==> config.mk <==
export PLATFORM = sky130hd
export DESIGN_NAME = pipelined_addsub
export DESIGN_NICKNAME = d
export VERILOG_FILES = /design/src/rtl/pipelined_addsub.sv
export SDC_FILE = /design/constraint.sdc
export NUM_CORES = 1
export LEC_CHECK = 0
export CAP_MARGIN = 20
export CORE_ASPECT_RATIO = 1.5
export CORE_MARGIN = 2
export CORE_UTILIZATION = 46
export DETAILED_ROUTE_END_ITERATION = 8
export PLACE_DENSITY = 0.77
export SLEW_MARGIN = 15
export SYNTH_ARGS = -nofsm -noshare
export SYNTH_HDL_FRONTEND = slang
export SYNTH_SLANG_ARGS = --single-unit
==> constraint.sdc <==
create_clock -name clk -period 1.45 [get_ports clk]
set_input_delay 0.145 -clock clk [delete_from_list [all_inputs] [get_ports clk]]
set_output_delay 0.145 -clock clk [all_outputs]
set_load 0.05 [all_outputs]
==> src/rtl/pipelined_addsub.sv <==
// pipelined_addsub: WIDTH-bit add/sub with optional unsigned saturation,
// carried through a STAGES-deep valid/ready pipeline with bubble collapsing.
// Ports:
//   clk, rst            clock, async active-high reset
//   in_valid/in_ready   operand beat handshake (a, b, op)
//   out_valid/out_ready result beat handshake (c, cflag, sat)
//   count               number of valid entries held in the pipeline
module pipelined_addsub #(
    parameter int WIDTH  = 16,
    parameter int STAGES = 2,
    parameter int CNT_W  = $clog2(STAGES + 1)
) (
    input  logic             clk,
    input  logic             rst,
    input  logic             in_valid,
    output logic             in_ready,
    input  logic [WIDTH-1:0] a,
    input  logic [WIDTH-1:0] b,
    input  logic [1:0]       op,
    output logic             out_valid,
    input  logic             out_ready,
    output logic [WIDTH-1:0] c,
    output logic             cflag,
    output logic             sat,
    output logic [CNT_W-1:0] count
);
    localparam int DW = WIDTH + 2;

    logic             sub;
    logic [WIDTH:0]   sum;
    logic [WIDTH-1:0] res_c;
    logic             res_cf;
    logic             res_sat;

    logic [STAGES-1:0] v;
    logic [DW-1:0]     d   [STAGES];
    logic [STAGES-1:0] vin;
    logic [DW-1:0]     din [STAGES];
    logic [STAGES-1:0] adv;

    // Subtract is a + ~b + 1; the top bit is then "no borrow".
    always_comb begin
        sub     = op[0];
        sum     = {1'b0, a} + {1'b0, (sub ? ~b : b)}
                + {{WIDTH{1'b0}}, sub};
        res_cf  = sub ? ~sum[WIDTH] : sum[WIDTH];
        res_c   = sum[WIDTH-1:0];
        res_sat = 1'b0;
        if (op[1] && res_cf) begin
            res_sat = 1'b1;
            res_c   = sub ? '0 : '1;
        end
    end

    // A stage may advance if it, or any stage below it, is empty,
    // or the consumer takes the output. Written as a suffix AND of
    // valid bits to avoid a self-referencing combinational chain.
    always_comb begin
        logic full_below;
        full_below = 1'b1;
        adv        = '0;
        for (int i = STAGES - 1; i >= 0; i--) begin
            full_below = full_below & v[i];
            adv[i]     = out_ready | ~full_below;
        end
    end

    always_comb begin
        vin[0] = in_valid;
        din[0] = {res_c, res_cf, res_sat};
        for (int i = 1; i < STAGES; i++) begin
            vin[i] = v[i-1];
            din[i] = d[i-1];
        end
    end

    always_ff @(posedge clk or posedge rst) begin
        if (rst) begin
            v <= '0;
            for (int i = 0; i < STAGES; i++) d[i] <= '0;
        end else begin
            for (int i = 0; i < STAGES; i++) begin
                if (adv[i]) begin
                    v[i] <= vin[i];
                    // Keep the last result when a bubble moves in.
                    if (vin[i]) d[i] <= din[i];
                end
            end
        end
    end

    always_comb begin
        count = '0;
        for (int i = 0; i < STAGES; i++) begin
            count = count + CNT_W'(v[i]);
        end
    end

    assign in_ready  = adv[0];
    assign out_valid = v[STAGES-1];
    assign c         = d[STAGES-1][DW-1:2];
    assign cflag     = d[STAGES-1][1];
    assign sat       = d[STAGES-1][0];

endmodule

==> results of run 1 <==
worst max-delay path: stages:
cell	delay, ns
buf_12	0.12
xor2_2	0.17
inv_1	0.08
fa_2	0.40
nor2b_4	0.15
o311a_4	0.21
o21ai_4	0.07
o31ai_4	0.24
mux2i_2	0.38
buf_4	0.21
o21ai_1	0.08
o21a_1	0.11
layout by cell type (no fill, tap or decap), types with 2 or more instances in the layout:
cell type / instances
buf_4: 101
xnor2_1: 9
and2_1: 2
ha_4: 9
nand2_2: 3
o21ai_2: 10
nor3_1: 2
nand2b_1: 3
buf_6: 10
xor2_2: 6
clkdlybuf4s15_1: 3
clkbuf_8: 8
dlygate4sd2_1: 16
xor2_1: 13
nor2_1: 4
buf_2: 2
o21ai_1: 11
dfrtp_1: 37
a211oi_2: 2
nand4_1: 2
a21oi_1: 7
o21ai_0: 6
mux2_2: 18
buf_12: 8
nand2_1: 17
nand3_1: 4
a21oi_2: 12
and3_1: 2
inv_1: 7
and4_1: 2
clkdlybuf4s50_1: 13
ha_1: 6
o21a_1: 16
Yosys cell counts, types with 2 or more instances:
cell type | count | area share
dfrtp_1 | 38 | 0.37
o21ai_0 | 22 | 0.043
nand2_1 | 21 | 0.031
a21oi_1 | 20 | 0.039
xor2_1 | 19 | 0.064
mux2_2 | 18 | 0.079
buf_4 | 17 | 0.049
ha_1 | 16 | 0.078
o21a_1 | 16 | 0.047
xnor2_1 | 10 | 0.034
inv_1 | 8 | 0.012
nand3_1 | 5 | 0.0097
nor2_1 | 5 | 0.0073
o21ai_1 | 5 | 0.0097
clkbuf_1 | 4 | 0.0058
nand2b_1 | 4 | 0.0097
buf_2 | 3 | 0.0058
a211oi_1 | 2 | 0.0058
and2_1 | 2 | 0.0048
and3_1 | 2 | 0.0048
and4_1 | 2 | 0.0068
mux2i_1 | 2 | 0.0078
nand4_1 | 2 | 0.0048
nor3_1 | 2 | 0.0039
power by group through the flow:
stage	clock, mW	combinational, mW	sequential (mW)
5_1_grt	0.892	3.49	1.66
3_3_place_gp	0	2.78	1.61
3_5_place_dp	0	2.83	1.63
2_1_floorplan	0	2.07	1.64
4_1_cts	0.849	3.11	1.61
6_report	0.839	3.32	1.62
registers in the layout, summed over array words and instances (netlist names):
register  flops
c            16
d            18
sat           1
v             2
cflag         1
area by class of cell:
| class | instances | area [sq um] |
|---|---|---|
| Sequential cell | 38 | 952 |
| Multi-Input combinational cell | 193 | 1790 |
| Inverter | 8 | 30.0 |
| Clock buffer | 8 | 110 |
| Timing Repair Buffer | 156 | 1390 |
| Fill cell | 322 | 1090 |
| Tap cell | 70 | 87.6 |
what timing repair did:
item | in CTS | in global routing
gates resized for setup | 96 | 23
setup endpoints to repair | 18 | 18
pin swaps | 54 | 23
gates cloned | 3 | 0
setup buffers | 22 | 6
worst paths after layout:
kind                       slack, ns                 to  depth (start not counted)
max                            -0.75  d[35]$_DFFE_PP0P_                         12
min                             0.21  c[14]$_DFFE_PP0P_                          3
max reg2reg                     0.02  d[20]$_DFFE_PP0P_                          7
min reg2reg                     0.50  d[27]$_DFFE_PP0P_                          1
max in group asynchronous       1.04   v[1]$_DFFE_PP0N_                          3
min in group clk                0.47  d[20]$_DFFE_PP0P_                          5
routing by layer:
| metal | vias to the layer above | GRT usage |
|---|---|---|
| li1 | 1190 | - |
| met2 | 91 | 0.471 |
| met1 | 1256 | 0.254 |
| met5 | - | 0 |
| met3 | 44 | 0.0199 |
| met4 | 0 | 0.137 |
metrics by stage:
step / utilization / worst slack [ns]
2_1_floorplan: - / -0.968
3_3_place_gp: 0.679 / -1.39
3_5_place_dp: 0.679 / -1.53
4_1_cts: 0.767 / -0.725
5_1_grt: 0.800 / -0.860
6_report: 0.800 / -0.752
cell families (layout without fill, tap and decap cells):
group	after synthesis	count (layout)
AO/OA/AOI/OAI	78	78
XOR/XNOR	29	29
adder cells (fa/ha/maj)	17	17
buffers and inverters	34	172
flip-flops	38	38
multiplexers	20	20
AND/OR/NAND/NOR	49	49
==> impl_results.md, run 1 <==
* Status: finished with violations
* Failing checks: negative setup slack
* Clock Skew at 0.0122 ns
* Post-synthesis sequential area ratio at 0.368
* PortBufs at ~60
* Setup ws final at -0.752 ns
* Post-synth top flop: dfrtp_1
* DR WL/cell at roughly 17 um
* Initial antenna violation count at 0
* DRC at 0
* Switching part of the total power at 0.416
* CP required at 1.64 ns
* Flops & latches, synth at 38
* Global route overflow at 0
* Tightest Pin Transition at ~0.32 ns
* Vias in the first global route at roughly 2700
* Synth async-reset ratio at 1.00
* Leakage at just under 2 nW
* Top sig layer: met4
* Area growth syn-to-layout at 68.9%
* Clock power share at 0.145
* Core area at approximately 5500 sq um
* DP Cell Count at approximately 440
* Initial core utilization at 0.474
* Tmin final at roughly 2.2 ns
* Die width at roughly 65 um
* Net Sw Power at 2.40 mW
* GRT Overall Usage at 0.244
* Slew Limit Headroom at 0.784
* Synth warn at 0
* Largest net degree at the start of global routing at 39
* Mux cell area share after synthesis at 0.0863
* Mapped Avg Cell Area at between 9 and 10 sq um
* CTS Sinks at 38
* Pins Over Slew Limit at 0
* CP Launch Type: primary input
* Sum of negative setup slack at -12.89 ns
* Main combinational cell family by area after synthesis: compound AO/OA/AOI/OAI gates
* Antenna-violating nets left at 0
* CTS tree: done
* Vias per cell at between 5 and 6
* Crit Path Category: primary input to flop
* Worst vdd ir at roughly 0.00048 V
* Post-route design area at around 4400 sq um
* Setup crit end kind: flop
* Part of the power in combinational logic at 0.574
* Met2 WL post-DR at 4570 um
* Clock transition at path regs at roughly 0.080 ns
* Pre-antenna DRT Iters at 4
* Clock Tree Buf Depth at 2
* Crit Reg-Reg Startpoint: v[1]$_DFFE_PP0N_
* TritonCTS buffer count at 5
* Worst min-delay path class: primary input to asynchronous set/reset pin
* Placer Congestion at 0.850
* Number of synthesized flops with an enable pin at 0
* MaxCap Viol Count at 0
* Synth Instances at 265
* Fin crit share at 1.52
* CTS H-tree lvls at 2
* Drt total wl at 8070 um
* Synth unique cells at 44
* RSZ-0062 raised after global routing: yes
* Detailed placer's ending HPWL at between 4000 and 5000 um
* Met3 WL at 247 um
* Clock Tree Root: clkbuf_8
* Fmax at around 450 MHz
* Die Area at between 6000 and 7000 sq um
* Simple-gate portion of the synthesized area at 0.0940
* First-pass GRT wire length at between 10000 and 15000 um
* Hold Buf Count CTS at 0
* Synthesized cell area at 2580 sq um
* Power Dens Cells at approximately 1300 nW/um^2
* Final Hold Viols at 0
* Final hold slack at 0.208 ns
* Ports at 60
* Crit Path Max Fanout at 5
* Post-synthesis adder-cell area fraction at 0.0853
* Syn Nets at 320
* Internal at 3.37 mW
* Placed Area at approximately 3700 sq um
* Layout cell share with drive strength beyond 1 at 0.519
* Final Net Count at between 400 and 500
* Finish-stage setup viols at 18
* Seq pwr share at 0.281
* CP Launch Point: op[0]
* Overall power at 5.78 mW
* Layout Cells excl Fill at about 470
* Row Count at 33
* Skew-Pair Late Insertion Delay at a little under 0.3 ns
* Synth Area in Compound Gates at 0.191
* Diodes inserted at 0
* Crit path DAT at ~2.4 ns
* Met1 WL at 2800 um
* Die height at 95.7 um
* 1st-iter DRT viols at ~160
* Vias after detailed routing at roughly 2600
* Xor and xnor area share after synthesis at 0.0984
(Power assumes the default switching activity.)
==> run 2: changes to the inputs <==
Settings changed: CORE_UTILIZATION 46 to 45, PLACE_DENSITY 0.77 to 0.76.
==> impl_results.md, run 2 (synthesized netlist as in run 1, its figures left out) <==
* Status: finished with violations
* Skew-Pair Late Insertion Delay at a little under 0.3 ns
* CTS Sinks at 38
* DRC at 0
* Final core utilization at 0.795
* Largest net degree at the start of global routing at 39
* Final Net Count at 454
* DP Worst Slack at -1.51 ns
* GRT Overall Usage at 0.224
* Crit Path Max Fanout at 7
* Top sig layer: met4
* Drt total wl at about 7500 um
* Die width at between 60 and 70 um
* TritonCTS buffer count at 5
* Sum of negative setup slack at -12.02 ns
* Leakage at around 2.0 nW
* Placer Congestion at around 0.89
* Power Dens Cells at 1300 nW/um^2
* Layout cell share with drive strength beyond 1 at 0.525
* Clock Skew at a little under 0.004 ns
* Slew Limit Headroom at 0.786
* Failing checks: negative setup slack
* Clock transition at path regs at about 0.070 ns
* MaxCap Viol Count at 0
* Finish-stage setup viols at 18
* Vias after detailed routing at 2530
* Overall power at about 5.7 mW
* Fmax at roughly 460 MHz
* Core area at between 5000 and 6000 sq um
* Antenna-violating nets left at 0
* Placed Area at approximately 3700 sq um
* Row Count at 33
* Crit path DAT at between 2 and 2.5 ns
* Fin crit share at 1.49
* DR WL/cell at about 16 um
* Crit-path max cell delay at between 0.3 and 0.4 ns
* Met1 WL at about 2700 um
* Setup crit end kind: flop
* Detailed placer's ending HPWL at 4580 um
* Final hold slack at around 0.22 ns
* Tightest Pin Transition at between 0.3 and 0.4 ns
* Initial antenna violation count at 0
* CTS H-tree lvls at 2
* Area growth syn-to-layout at 69.1%
* Ports at 60
* Met3 WL at around 220 um
* Diodes inserted at 0
* 1st-iter DRT viols at roughly 130
* Vias per cell at 5.38
* Met2 WL post-DR at approximately 4300 um
* Global route overflow at 0
* First-pass GRT wire length at between 10000 and 15000 um
* Hold Buf Count CTS at 0
* Commonest non-fill, non-tap cells in the layout: buf_4 (98), dfrtp_1 (37), nand2_1 (18), mux2_2 (18)
* Clock Tree Root: clkbuf_8
* Initial core utilization at 0.470
* Most common cell after layout, fill and taps aside: buf_4
* PortBufs at 59
* Tmin final at approximately 2.2 ns
* RSZ-0062 raised after global routing: yes
* DP Cell Count at ~440
* Post-route design area at 4370 sq um
* Pre-antenna DRT Iters at 4
* Setup ws final at -0.710 ns
* Vias in the first global route at 2556
* Final Hold Viols at 0
* Crit Path Category: primary input to flop
* Worst vdd ir at ~0.00051 V
* Biggest register: d
* Critical-path cell list: buf_12 > buf_16 > xor2_1 > ha_1 > buf_6 > nand4_1 > o31ai_4 > mux2i_2 > buf_4 > o21ai_2 > o21a_1
* Clock Tree Buf Depth at 2
* Pins Over Slew Limit at 0
* CP Launch Type: primary input
* Worst min-delay path class: primary input to asynchronous set/reset pin
* CP required at roughly 1.6 ns
* Die height at between 90 and 100 um
* Max FFs per register at 18
* CTS tree: done
* Slowest CP cell: o31ai_4
* Die Area at roughly 6400 sq um
* Layout Cells excl Fill at 470
-- run 2: cell types whose count changed in the layout (fill, tap and decap cells not counted), sizes merged --
cell           previous run  this run
dlygate4sd2              16        15
clkdlybuf4s50            13        11
clkinv                    0         1
clkbuf                    9         7
dlymetal6s2s              1         5
buf                     122       119
-- run 2: power breakdown --
| group | internal [mW] | switching, mW | total, mW |
|---|---|---|---|
| registers | 1.41 | 0.187 | 1.60 |
| clock network | 0.383 | 0.361 | 0.745 |
| logic | 1.49 | 1.83 | 3.32 |
-- run 2: repair_timing --
action,4_1_cts,5_1_grt
resized for setup,81,45
pin swaps,53,25
setup endpoints to repair,18,18
cloned,3,0
buffers inserted,19,5
-- run 2: critical path, delay by kind of cell --
family	cells	cell delay (ns)
muxes	1	0.35
buffers and inverters	4	0.61
and+or+nand+nor	1	0.21
xor gates and xnor gates	1	0.14
adders and majority gates	1	0.33
AOI/OAI and AO/OA	3	0.53
-- run 2: path summary, 6_finish.rpt --
kind	start	end	slack (ns)	depth (start not counted)
min reg2reg	d[21]$_DFFE_PP0P_	d[21]$_DFFE_PP0P_	0.49	1
min in group clk	op[0]	d[19]$_DFFE_PP0P_	0.44	5
max in group asynchronous	rst	v[1]$_DFFE_PP0N_	1.04	3
max	op[0]	d[34]$_DFFE_PP0P_	-0.71	11
max reg2reg	v[1]$_DFFE_PP0N_	d[20]$_DFFE_PP0P_	0.01	7
min	rst	v[0]$_DFFE_PP0N_	0.22	3
-- run 2: layout make-up --
type | count | area, sq um
Inverter | 8 | 30.0
Timing Repair Buffer | 153 | 1380
Clock inverter | 1 | 5.00
Clock buffer | 7 | 86.3
Fill cell | 338 | 1130
Sequential cell | 38 | 952
Multi-Input combinational cell | 193 | 1820
Tap cell | 70 | 87.6
-- run 2: routing by layer --
| metal | vias up | global-route usage |
|---|---|---|
| met5 | - | 0 |
| met4 | 0 | 0.115 |
| met3 | 29 | 0.0256 |
| met2 | 77 | 0.437 |
| met1 | 1235 | 0.215 |
| li1 | 1189 | - |
==> run 3: changes to the inputs <==
Settings changed: CORE_ASPECT_RATIO 1.5 to 0.5.
==> impl_results.md, run 3 (synthesized netlist as in run 1, its figures left out) <==
* Hold Buf Count CTS at 0
* Skew-Pair Late Insertion Delay at ~0.28 ns
* Placer Congestion at a little over 0.8
* CTS H-tree lvls at 2
* Layout cell share with drive strength beyond 1 at 0.495
* Clock Tree Root: clkbuf_16
* CTS tree: done
* Area occupied by multi-input gates at about 1800 sq um
* Clock transition at path regs at roughly 0.06 ns
* Biggest register: d
* Layout Cells excl Fill at 461
* Finish-stage setup viols at 18
* RSZ-0062 raised after global routing: yes
* Global route overflow at 0
* Row Count at 19
* Final hold slack at roughly 0.16 ns
* Fin crit share at 1.62
* Pins Over Slew Limit at 0
* Tmin final at roughly 2.3 ns
* GR Util met3 at 0.0489
* Antenna-violating nets left at 0
* Met2 global-route usage at 0.463
* Leakage at ~1.9 nW
* Ports at 60
* Pre-antenna DRT Iters at 5
* Vias after detailed routing at 2642
* Crit path DAT at approximately 2.6 ns
* Overall power at approximately 6.3 mW
* TritonCTS buffer count at 5
* DR WL/cell at between 15 and 20 um
* Detailed placer's ending HPWL at 4930 um
* Clock Tree Buf Depth at 2
* Worst vdd ir at roughly 0.0013 V
* Die height at 57.6 um
* Final Net Count at 442
* Clock Skew at between 0.008 and 0.009 ns
* Crit-path max cell delay at 0.39 ns
* GRT Max-Usage Layer: met2
* Drt total wl at a little over 9000 um
* Met1 GRT Util at 0.317
* Crit Path Max Fanout at 6
* Largest net degree at the start of global routing at 30
* Tightest Pin Transition at around 0.44 ns
* Vias in the first global route at around 2600
* Fillers at about 320
* Slew Limit Headroom at 0.704
* GRT Overall Usage at 0.259
* Core area at around 5500 sq um
* Vias per cell at 5.73
* CP required at approximately 1.7 ns
* Power Dens Cells at between 1000 and 1500 nW/um^2
* MaxCap Viol Count at 0
* Die width at ~110 um
* Area growth syn-to-layout at 67.3%
* Failing checks: negative setup slack
* DRC at 0
* Status: finished with violations
* CTS Sinks at 38
* Setup crit end kind: flop
* Setup ws final at -0.896 ns
* CP Launch Type: primary input
* Diodes inserted at 0
* DP Cell Count at 434
* Commonest non-fill, non-tap cells in the layout: buf_4 (89), dfrtp_1 (37), nand2_1 (18), mux2_2 (18), dlygate4sd2_1 (17)
* Die Area at about 6400 sq um
* Slowest CP cell: or3b_1
* First-pass GRT wire length at ~13000 um
* Fmax at roughly 430 MHz
* Crit Path Category: primary input to flop
* Initial antenna violation count at 0
* Critical-path cell list: buf_12 > buf_16 > xor2_1 > ha_1 > buf_4 > nand4_1 > a211oi_2 > nand2_1 > a21oi_2 > nor3_1 > or3b_1 > a21oi_2
* Max FFs per register at 18
* FF/Latch Area at between 900 and 1000 sq um
* Cell mode on critical path: a21oi_2
* Sum of negative setup slack at -14.47 ns
* 1st-iter DRT viols at between 200 and 250
* DP Worst Slack at -1.57 ns
* Final Hold Viols at 0
* Most common cell after layout, fill and taps aside: buf_4
* PortBufs at slightly below 60
* Worst min-delay path class: primary input to asynchronous set/reset pin
* Initial core utilization at 0.468
run 3: critical path, delay by kind of cell:
family | cells | cell delay, ns
AND/OR/NAND/NOR | 4 | 0.81
AO/OA/AOI/OAI | 3 | 0.65
adder cells (fa/ha/maj) | 1 | 0.36
buffers and inverters | 3 | 0.43
XOR/XNOR | 1 | 0.15
run 3: final timing paths:
path                                    from                end  slack (ns)  cells after the start
setup reg to reg            v[1]$_DFFE_PP0N_  d[35]$_DFFE_PP0P_       -0.04                      7
hold / removal                           rst   c[2]$_DFFE_PP0P_        0.16                      2
max in group asynchronous                rst  d[31]$_DFFE_PP0P_        0.82                      3
hold reg to reg            d[19]$_DFFE_PP0P_  d[19]$_DFFE_PP0P_        0.50                      2
min in group clk                        b[0]  d[20]$_DFFE_PP0P_        0.44                      5
setup / recovery                       op[0]  d[33]$_DFFE_PP0P_       -0.90                     12
run 3: what timing repair did:
action	4_1_cts	5_1_grt
pin swaps	44	23
endpoints found under the setup margin	18	18
buffers inserted	15	3
resized for setup	89	32
gates cloned	3	0
hold endpoints to repair	0	0
run 3: per-layer routing:
layer	part of all wire	wire length, um
met4	0.045	409
met5	0	0
met2	0.49	4470
met3	0.074	676
met1	0.39	3530
run 3: per-stage QoR:
| step | area (sq um) | utilization |
|---|---|---|
| floorplan | 2710 | - |
| global placement | 3650 | 0.661 |
| detailed placement | 3650 | 0.661 |
| CTS | 4160 | 0.754 |
| global route | 4320 | 0.783 |
| finish | 4320 | 0.783 |
run 3: layout make-up:
type	count	share of cell area
Multi-Input combinational cell	193	0.420
Sequential cell	38	0.221
Clock buffer	5	0.0290
Inverter	8	0.00695
Clock inverter	3	0.00927
Tap cell	73	0.0212
Timing Repair Buffer	141	0.293
run 3: power breakdown:
group / switching [mW] / internal, mW / total, mW
registers: 0.242 / 1.42 / 1.66
clock network: 0.415 / 0.804 / 1.22
logic: 1.96 / 1.43 / 3.39
total: 2.62 / 3.65 / 6.27
